==> src/rtl/nrx_rom_arbiter.sv <==
// nrx_rom_arbiter
//   Shares one external program-ROM memory port between the Z80 fetch path
//   and the ROM download writer. Download writes have priority over CPU
//   reads. A one-entry read tag holds the last fetched byte, so a stable CPU
//   address is not refetched. The CPU is stalled through cpu_wait_n until the
//   tag holds its address.
//
// Optional feature (macro NRX_ROM_ARB_PREFETCH_EN):
//   A second tag (pf) is filled speculatively with cpu_addr+1 after each
//   completed CPU read. A later miss that matches pf is served from it with no
//   memory access, and pf is promoted to the main tag in one cycle.
//
// Parameters
//   ADDR_W    external memory address width
//   CPU_BASE  offset added to the 15-bit CPU address to form mem_addr
//   ACK_TMO   cycles to wait for mem_ack before abandoning an access (1..255)
//
// Ports
//   CLK24M, RESET          clock, synchronous active-high reset
//   cpu_addr/cpu_oe        CPU ROM address and level read strobe
//   cpu_data/cpu_wait_n    ROM byte to the CPU, stall request (low = wait)
//   dl_we/dl_addr/dl_data  download byte strobe (one cycle per byte)
//   dl_busy/dl_ovf         buffer occupied / sticky dropped-byte flag
//   mem_req/mem_we/mem_addr/mem_wdata  request held until mem_ack
//   mem_ack/mem_rdata      one-cycle completion pulse with read data
//   tmo_err                sticky: an access timed out
module nrx_rom_arbiter #(
  parameter int                ADDR_W   = 16,
  parameter logic [ADDR_W-1:0] CPU_BASE = '0,
  parameter int                ACK_TMO  = 255
) (
  input  logic              CLK24M,
  input  logic              RESET,
  input  logic [14:0]       cpu_addr,
  input  logic              cpu_oe,
  output logic [7:0]        cpu_data,
  output logic              cpu_wait_n,
  input  logic              dl_we,
  input  logic [ADDR_W-1:0] dl_addr,
  input  logic [7:0]        dl_data,
  output logic              dl_busy,
  output logic              dl_ovf,
  output logic              mem_req,
  output logic              mem_we,
  output logic [ADDR_W-1:0] mem_addr,
  output logic [7:0]        mem_wdata,
  input  logic              mem_ack,
  input  logic [7:0]        mem_rdata,
  output logic              tmo_err
);

  typedef enum logic [2:0] {S_IDLE, S_RD, S_WR, S_GAP, S_PF} state_t;

  // Counter is cleared on entry, so the last permitted cycle is ACK_TMO-1.
  localparam logic [7:0] TMO_LAST = 8'(ACK_TMO - 1);

  state_t            state_q, state_d;
  logic [7:0]        tmo_cnt;
  logic              tag_valid;
  logic [14:0]       tag_addr;
  logic [7:0]        tag_data;
  logic [14:0]       rd_addr;
  logic [ADDR_W-1:0] dl_addr_buf;
  logic [7:0]        dl_data_buf;
  logic              hit_main, miss, in_access, timeout, acc_done;
  logic              wr_retire, dl_accept, start_rd, start_wr, start_acc;
`ifdef NRX_ROM_ARB_PREFETCH_EN
  logic              pf_valid, pf_pend, pf_hit, start_pf, promote;
  logic [14:0]       pf_addr, pf_next;
  logic [7:0]        pf_data;
`endif

  // CPU-side hit detection and stall
  always_comb begin
    hit_main = tag_valid && (tag_addr == cpu_addr);
    miss     = cpu_oe && !hit_main;
`ifdef NRX_ROM_ARB_PREFETCH_EN
    pf_hit     = pf_valid && (pf_addr == cpu_addr);
    cpu_wait_n = !(cpu_oe && !(hit_main || pf_hit));
    // Serve a pf match immediately; promotion into the main tag follows.
    cpu_data   = (pf_hit && !hit_main) ? pf_data : tag_data;
    in_access  = (state_q == S_RD) || (state_q == S_WR) || (state_q == S_PF);
`else
    cpu_wait_n = !miss;
    cpu_data   = tag_data;
    in_access  = (state_q == S_RD) || (state_q == S_WR);
`endif
    timeout   = (tmo_cnt == TMO_LAST);
    acc_done  = in_access && (mem_ack || timeout);
    wr_retire = (state_q == S_WR) && acc_done;
    // A byte arriving as the buffer retires is taken, not dropped.
    dl_accept = dl_we && (!dl_busy || wr_retire);
    mem_req   = in_access;
    mem_we    = (state_q == S_WR);
  end

  // Next-state logic
  always_comb begin
    state_d  = state_q;
    start_rd = 1'b0;
    start_wr = 1'b0;
`ifdef NRX_ROM_ARB_PREFETCH_EN
    start_pf = 1'b0;
    promote  = 1'b0;
`endif
    case (state_q)
      S_IDLE: begin
        if (dl_busy) begin
          state_d  = S_WR;
          start_wr = 1'b1;
        end else if (miss) begin
`ifdef NRX_ROM_ARB_PREFETCH_EN
          if (pf_hit) begin
            promote = 1'b1;
          end else begin
            state_d  = S_RD;
            start_rd = 1'b1;
          end
`else
          state_d  = S_RD;
          start_rd = 1'b1;
`endif
        end
`ifdef NRX_ROM_ARB_PREFETCH_EN
        else if (pf_pend) begin
          state_d  = S_PF;
          start_pf = 1'b1;
        end
`endif
      end
      S_RD, S_WR, S_PF: if (acc_done) state_d = S_GAP;
      S_GAP:            state_d = S_IDLE;
      default:          state_d = S_IDLE;
    endcase
`ifdef NRX_ROM_ARB_PREFETCH_EN
    start_acc = start_rd || start_wr || start_pf;
`else
    start_acc = start_rd || start_wr;
`endif
  end

  // State, request, buffer and tag registers
  always_ff @(posedge CLK24M) begin
    if (RESET) begin
      state_q     <= S_IDLE;
      tmo_cnt     <= '0;
      mem_addr    <= '0;
      mem_wdata   <= '0;
      rd_addr     <= '0;
      tag_valid   <= 1'b0;
      tag_addr    <= '0;
      tag_data    <= '0;
      dl_busy     <= 1'b0;
      dl_ovf      <= 1'b0;
      dl_addr_buf <= '0;
      dl_data_buf <= '0;
      tmo_err     <= 1'b0;
`ifdef NRX_ROM_ARB_PREFETCH_EN
      pf_valid    <= 1'b0;
      pf_pend     <= 1'b0;
      pf_addr     <= '0;
      pf_next     <= '0;
      pf_data     <= '0;
`endif
    end else begin
      state_q <= state_d;

      if (start_acc)      tmo_cnt <= '0;
      else if (in_access) tmo_cnt <= tmo_cnt + 8'd1;

      if (start_rd) begin
        mem_addr <= CPU_BASE + ADDR_W'({1'b0, cpu_addr});
        rd_addr  <= cpu_addr;
      end
      if (start_wr) begin
        mem_addr  <= dl_addr_buf;
        mem_wdata <= dl_data_buf;
      end

      if (in_access && !mem_ack && timeout) tmo_err <= 1'b1;

      if (dl_accept) begin
        dl_addr_buf <= dl_addr;
        dl_data_buf <= dl_data;
        dl_busy     <= 1'b1;
      end else if (wr_retire) begin
        dl_busy <= 1'b0;
      end
      if (dl_we && dl_busy && !wr_retire) dl_ovf <= 1'b1;

      // A timed-out read releases the CPU with 8'hFF.
      if ((state_q == S_RD) && acc_done) begin
        tag_addr  <= rd_addr;
        tag_data  <= mem_ack ? mem_rdata : 8'hFF;
        tag_valid <= 1'b1;
      end

`ifdef NRX_ROM_ARB_PREFETCH_EN
      if (start_pf) begin
        mem_addr <= CPU_BASE + ADDR_W'({1'b0, pf_next});
        pf_pend  <= 1'b0;
      end
      // Schedule a prefetch only when nothing else is waiting for the port.
      if ((state_q == S_RD) && mem_ack && !dl_busy &&
          !(cpu_oe && (cpu_addr != rd_addr))) begin
        pf_pend <= 1'b1;
        pf_next <= rd_addr + 15'd1;
      end
      if ((state_q == S_PF) && mem_ack) begin
        pf_addr  <= pf_next;
        pf_data  <= mem_rdata;
        pf_valid <= 1'b1;
      end
      if (promote) begin
        tag_addr  <= pf_addr;
        tag_data  <= pf_data;
        tag_valid <= 1'b1;
        pf_valid  <= 1'b0;
      end
`endif

      // ROM contents are changing: any cached byte may be stale.
      if (dl_accept) begin
        tag_valid <= 1'b0;
`ifdef NRX_ROM_ARB_PREFETCH_EN
        pf_valid  <= 1'b0;
`endif
      end
    end
  end

endmodule

==> config.mk <==
export PLATFORM = sky130hd
export DESIGN_NAME = nrx_rom_arbiter
export DESIGN_NICKNAME = d
export VERILOG_FILES = /design/src/rtl/nrx_rom_arbiter.sv
export SDC_FILE = /design/constraint.sdc
export NUM_CORES = 1
export LEC_CHECK = 0
export BUFFER_PORTS_ARGS = -buffer_cell sky130_fd_sc_hd__buf_2
export CORE_ASPECT_RATIO = 0.75
export CORE_MARGIN = 2
export CORE_UTILIZATION = 50
export CTS_CLUSTER_SIZE = 10
export DETAILED_ROUTE_END_ITERATION = 12
export MAX_ROUTING_LAYER = met4
export PLACE_DENSITY = 0.74
export SYNTH_ARGS = -nofsm -noshare
export SYNTH_HDL_FRONTEND = slang
export SYNTH_SLANG_ARGS = --single-unit
==> constraint.sdc <==
create_clock -name CLK24M -period 5.5 [get_ports CLK24M]
set_input_delay 0.825 -clock CLK24M [delete_from_list [all_inputs] [get_ports CLK24M]]
set_output_delay 0.825 -clock CLK24M [all_outputs]
set_load 0.005 [all_outputs]
# Yosys cells after proc, flatten, opt, wreduce, memory -nomap -nowiden
# Cells that the tools add are included.
# op_classes
n_addsub	1
n_eq_ne	7
n_mux	14
n_reduce_logical	26
# ops
cell	n
$mux W16	2
$eq A15 B15 Y1	1
$logic_and A1 B1 Y1	10
$mux W3	3
$add A8 B1 Y8 const B	1
$eq A8 B8 Y1 const B	1
$mux W8	1
$mux W1	7
$pmux W3 S2	1
$logic_not A1 Y1	5
$logic_or A1 B1 Y1	4
$reduce_bool A2 Y1	2
$reduce_or A2 Y1	2
$eq A3 B1 Y1 const B	1
$eq A3 B2 Y1 const B	1
$eq A3 B3 Y1 const B	1
$logic_not A3 Y1	1
$ne A3 B3 Y1 const B	1
$reduce_or A3 Y1	1
$ne A2 B2 Y1 const B	1
$reduce_and A2 Y1	1
# word_totals
register_bits	101
inputBits	52
out_inout_bits	38
word_cells	61

# Longest topological paths before layout
# depth
word_depth	9
mapped_depth	9
mapped_depth_nobuf	7

# Worst setup path after synthesis
# Ideal clock, no wire load.
# synth_path
path_kind	input to output
startpoint	input port cpu_addr[14]
endpoint	output port cpu_wait_n
t_arrival_ns	2.017
required_time_ns	4.675
slack_ns	2.658
cell_stages	6
path_buffers	2
path_cell_list	xnor2_1 > nand4_1 > or4_1 > buf_6 > buf_12 > nand2_1
# synth_between
elab_chain_len	5
# synth_lines
element	line_no	rtl
from (decl)	34	input logic [14:0] cpu_addr,
$eq A15 B15 Y1	75	hit_main = tag_valid && (tag_addr == cpu_addr);
$logic_and A1 B1 Y1	75	
$logic_not A1 Y1	76	miss = cpu_oe && !hit_main;
$logic_and A1 B1 Y1	76	
$logic_not A1 Y1	84	cpu_wait_n = !miss;
to (decl)	37	output logic cpu_wait_n,
# No other way between the ends.

# Worst setup path after layout
# layout_path
startpoint	input port cpu_addr[12]
endpoint	output port cpu_wait_n
# Same word-level chain as after synthesis.

==> impl_metrics.tcl <==
set metrics [dict create \
    required_ps 4680 \
    peakVddDrop_mv 0.253 \
    status "finished, final reports clean" \
    max_freq_ghz 0.290 \
    numCtsBuffers 9 \
    diodes 0 \
    area_growth_pct 17.4 \
    clock_path_buffers 2 \
    syn-num-nets 546 \
    hpwl_mm 6.86 \
    start_util_pct 51.2 \
    ys_seq_elements 100 \
    ys_top_cells_by_count "dfxtp_1, nand2_1, nand2b_1" \
    netlist_instances 488 \
    path_cells "buf_2, xnor2_1, nand4_1, or4_1, nand2_1, buf_2" \
    ctsHoldBuffers 0 \
    power_density_mw_per_mm2 379 \
    finalSetupTns_ps 0 \
    cts.clk_slew.worst_paths_ps 70 \
    ff_latch_area_mm2 0.00200 \
    chipHeight_um 84.4 \
    drive_above_1_share_pct 21.7 \
    path_common_cell "buf_2" \
    netlist.area_leader.share_pct 46.5 \
    drt_iter0_drc 205 \
    netlist_area_mm2 0.00431 \
    synth_ff_type "dfxtp_1" \
    power_leakage_nw 1.98 \
    async_flop_share_pct 0 \
    place_ws_ps 2070 \
    cts_root_buffer "clkbuf_16" \
    coreArea_mm2 0.00842 \
    firstDrtPassIters 4 \
    dp.cells 650 \
    crit_path_max_fanout 16 \
    report.final.hold_viol_count 0 \
    cts_tree "yes" \
    min-delay-path-class "flop to flop" \
    grt_start_max_net_pins 48 \
    path_class "input pin to primary output" \
    antenna_left 0 \
    multi_input_area_mm2 0.00207 \
    h-tree-depth 3 \
    setup_viol 0 \
    yosysUniqueCellTypes 33 \
    tightest_slew_ps 1120 \
    cp_slowest_cell "or4_1" \
    yosysTopAreaCell "dfxtp_1" \
    final_nets 611 \
    maxSlewViolCount 0 \
    ys_seq_area_share_pct 46.5 \
    drc 0 \
    wl_mm 10.4 \
    dieArea_mm2 0.00938 \
    grt-ovfl-total 0 \
    grt_pass1_vias 3392 \
    period_share_pct 62.8 \
    startpoint_type "input pin" \
    boundaryPins 90 \
    instances_no_fill 666 \
    routedWlPerCell_um 15.6 \
    grt_first_pass_wirelength_mm 16.9 \
    cpLargestDelayFamily "simple AND/OR/NAND/NOR gates" \
    slowest_delay_ps 940 \
    die_w_um 111 \
    avgViaCountPerCell 5.41 \
    num_vias 3604 \
    antenna_found_initial 0 \
    grt_usage_pct 23.2 \
    cap_viol_max_count 0 \
    finalCriticalPeriod_ps 3450 \
    synth_edf_count 0 \
    insertion_delay_ps 350 \
    power.total_w 0.00192 \
    yosysMostFrequentCell "dfxtp_1" \
    gp_routability_congestion 0.874 \
    worst_slew_margin_rel_pct 25.2 \
    portBuffers 89 \
    cts-resized-gates 0 \
    ys_warn_count 0 \
    fillers 741 \
    cp_data_arrival_time_ps 2630 \
    rsz0062_at_grt "no" \
    synthTopCellsByArea "dfxtp_1, nand2b_1, nand2_1" \
    setup_ws_ps 2050 \
    crit_buf_inv 2 \
    cp-end-kind "primary output" \
    row_count 29 \
    syn_avg_cell_area_um2 8.83 \
    cts.sinks 100 \
    post_cts_buffers 0 \
    skew_ps 11.3 \
]
[through the flow]
stage | area, µm² | hold slack (ps) | util, %
detailed placement | 4720 | 441 | 56.1
floorplan | 4310 | 428 | -
global route | 5060 | 467 | 60.1
finish | 5060 | 447 | 60.1
CTS | 5060 | 449 | 60.1
global placement | 4720 | 435 | 56.1
[path summary, 6_finish.rpt]
path	end	from	slack (ps)	cells past startpoint
worst max-delay path	cpu_wait_n	cpu_addr[12]	2050	6
worst min register to register	tag_addr[8]$_SDFFE_PP0P_	rd_addr[8]$_SDFFE_PP0P_	450	2
worst min-delay path	tag_addr[8]$_SDFFE_PP0P_	rd_addr[8]$_SDFFE_PP0P_	450	2
worst max register to register	tmo_cnt[5]$_SDFFE_PP0N_	state_q[0]$_SDFFE_PP0P_	2860	6
[cells by family (layout without fill, tap and decap cells)]
logic type | count (synthesis) | after routing | synth area share, %
compound gates | 102 | 102 | 14.1
mux | 26 | 26 | 6.10
xor+xnor | 22 | 22 | 4.47
fa+ha+maj | 6 | 6 | 1.74
buf+inv | 50 | 120 | 5.61
simple gates | 182 | 182 | 21.5
flops | 100 | 100 | 46.5
[routing by layer]
metal	vias up	GRT usage (%)	share of wire (%)	routed length [µm]
li1	1782	-	-	-
met5	-	-	0	0
met4	0	4.94	0.69	72
met2	136	35.0	44	4560
met3	10	8.09	7.6	787
met1	1676	30.4	48	4940
[registers in the layout, summed over array words and instances (netlist names), 2 cells and up]
| signal | cells |
|---|---|
| mem_addr | 16 |
| tmo_cnt | 8 |
| dl_addr_buf | 16 |
| rd_addr | 15 |
| cpu_data | 8 |
| mem_wdata | 8 |
| tag_addr | 15 |
| state_q | 2 |
| dl_data_buf | 8 |
[report_power, final]
part	total (W)	internal, W	switching (W)
combinational	0.000374	0.000146	0.000228
clock	0.000698	0.000424	0.000273
sequential	0.000847	0.000801	0.0000463
[final cells by class]
type / instances / share of cell area, %
clock inverter: 5 / 1.66
sequential: 100 / 39.6
tap: 108 / 2.67
inverter: 12 / 0.891
multi-input combinational: 338 / 40.9
clock buffer: 11 / 5.00
timing repair buffer: 92 / 9.25
[worst min-delay path: stages, from the launching register on]
cell	delay [ps]
dfxtp_1	310
nand2_1	50
a21oi_1	50
[cells in the final DEF, fill, tap and decap left out, drive strengths merged]
master,netlist,layout
a21oi,42,42
xor2,3,3
nand3,17,17
nor2,30,30
or4,1,1
bufinv,0,2
xnor2,19,19
nand4,7,7
a31oi,16,16
nand2,69,69
and2,2,2
inv,12,12
o211ai,16,16
clkbuf,26,11
nand2b,48,48
nor2b,3,3
nor3,3,3
clkinv,0,1
buf,12,92
o21bai,1,1
ha,6,6
a311oi,8,8
and3,1,1
clkinvlp,0,2
dfxtp,100,100
o21ai,18,18
mux2i,24,24
mux2,2,2
a211oi,1,1
nor4,1,1
(Power assumes the default switching activity.)
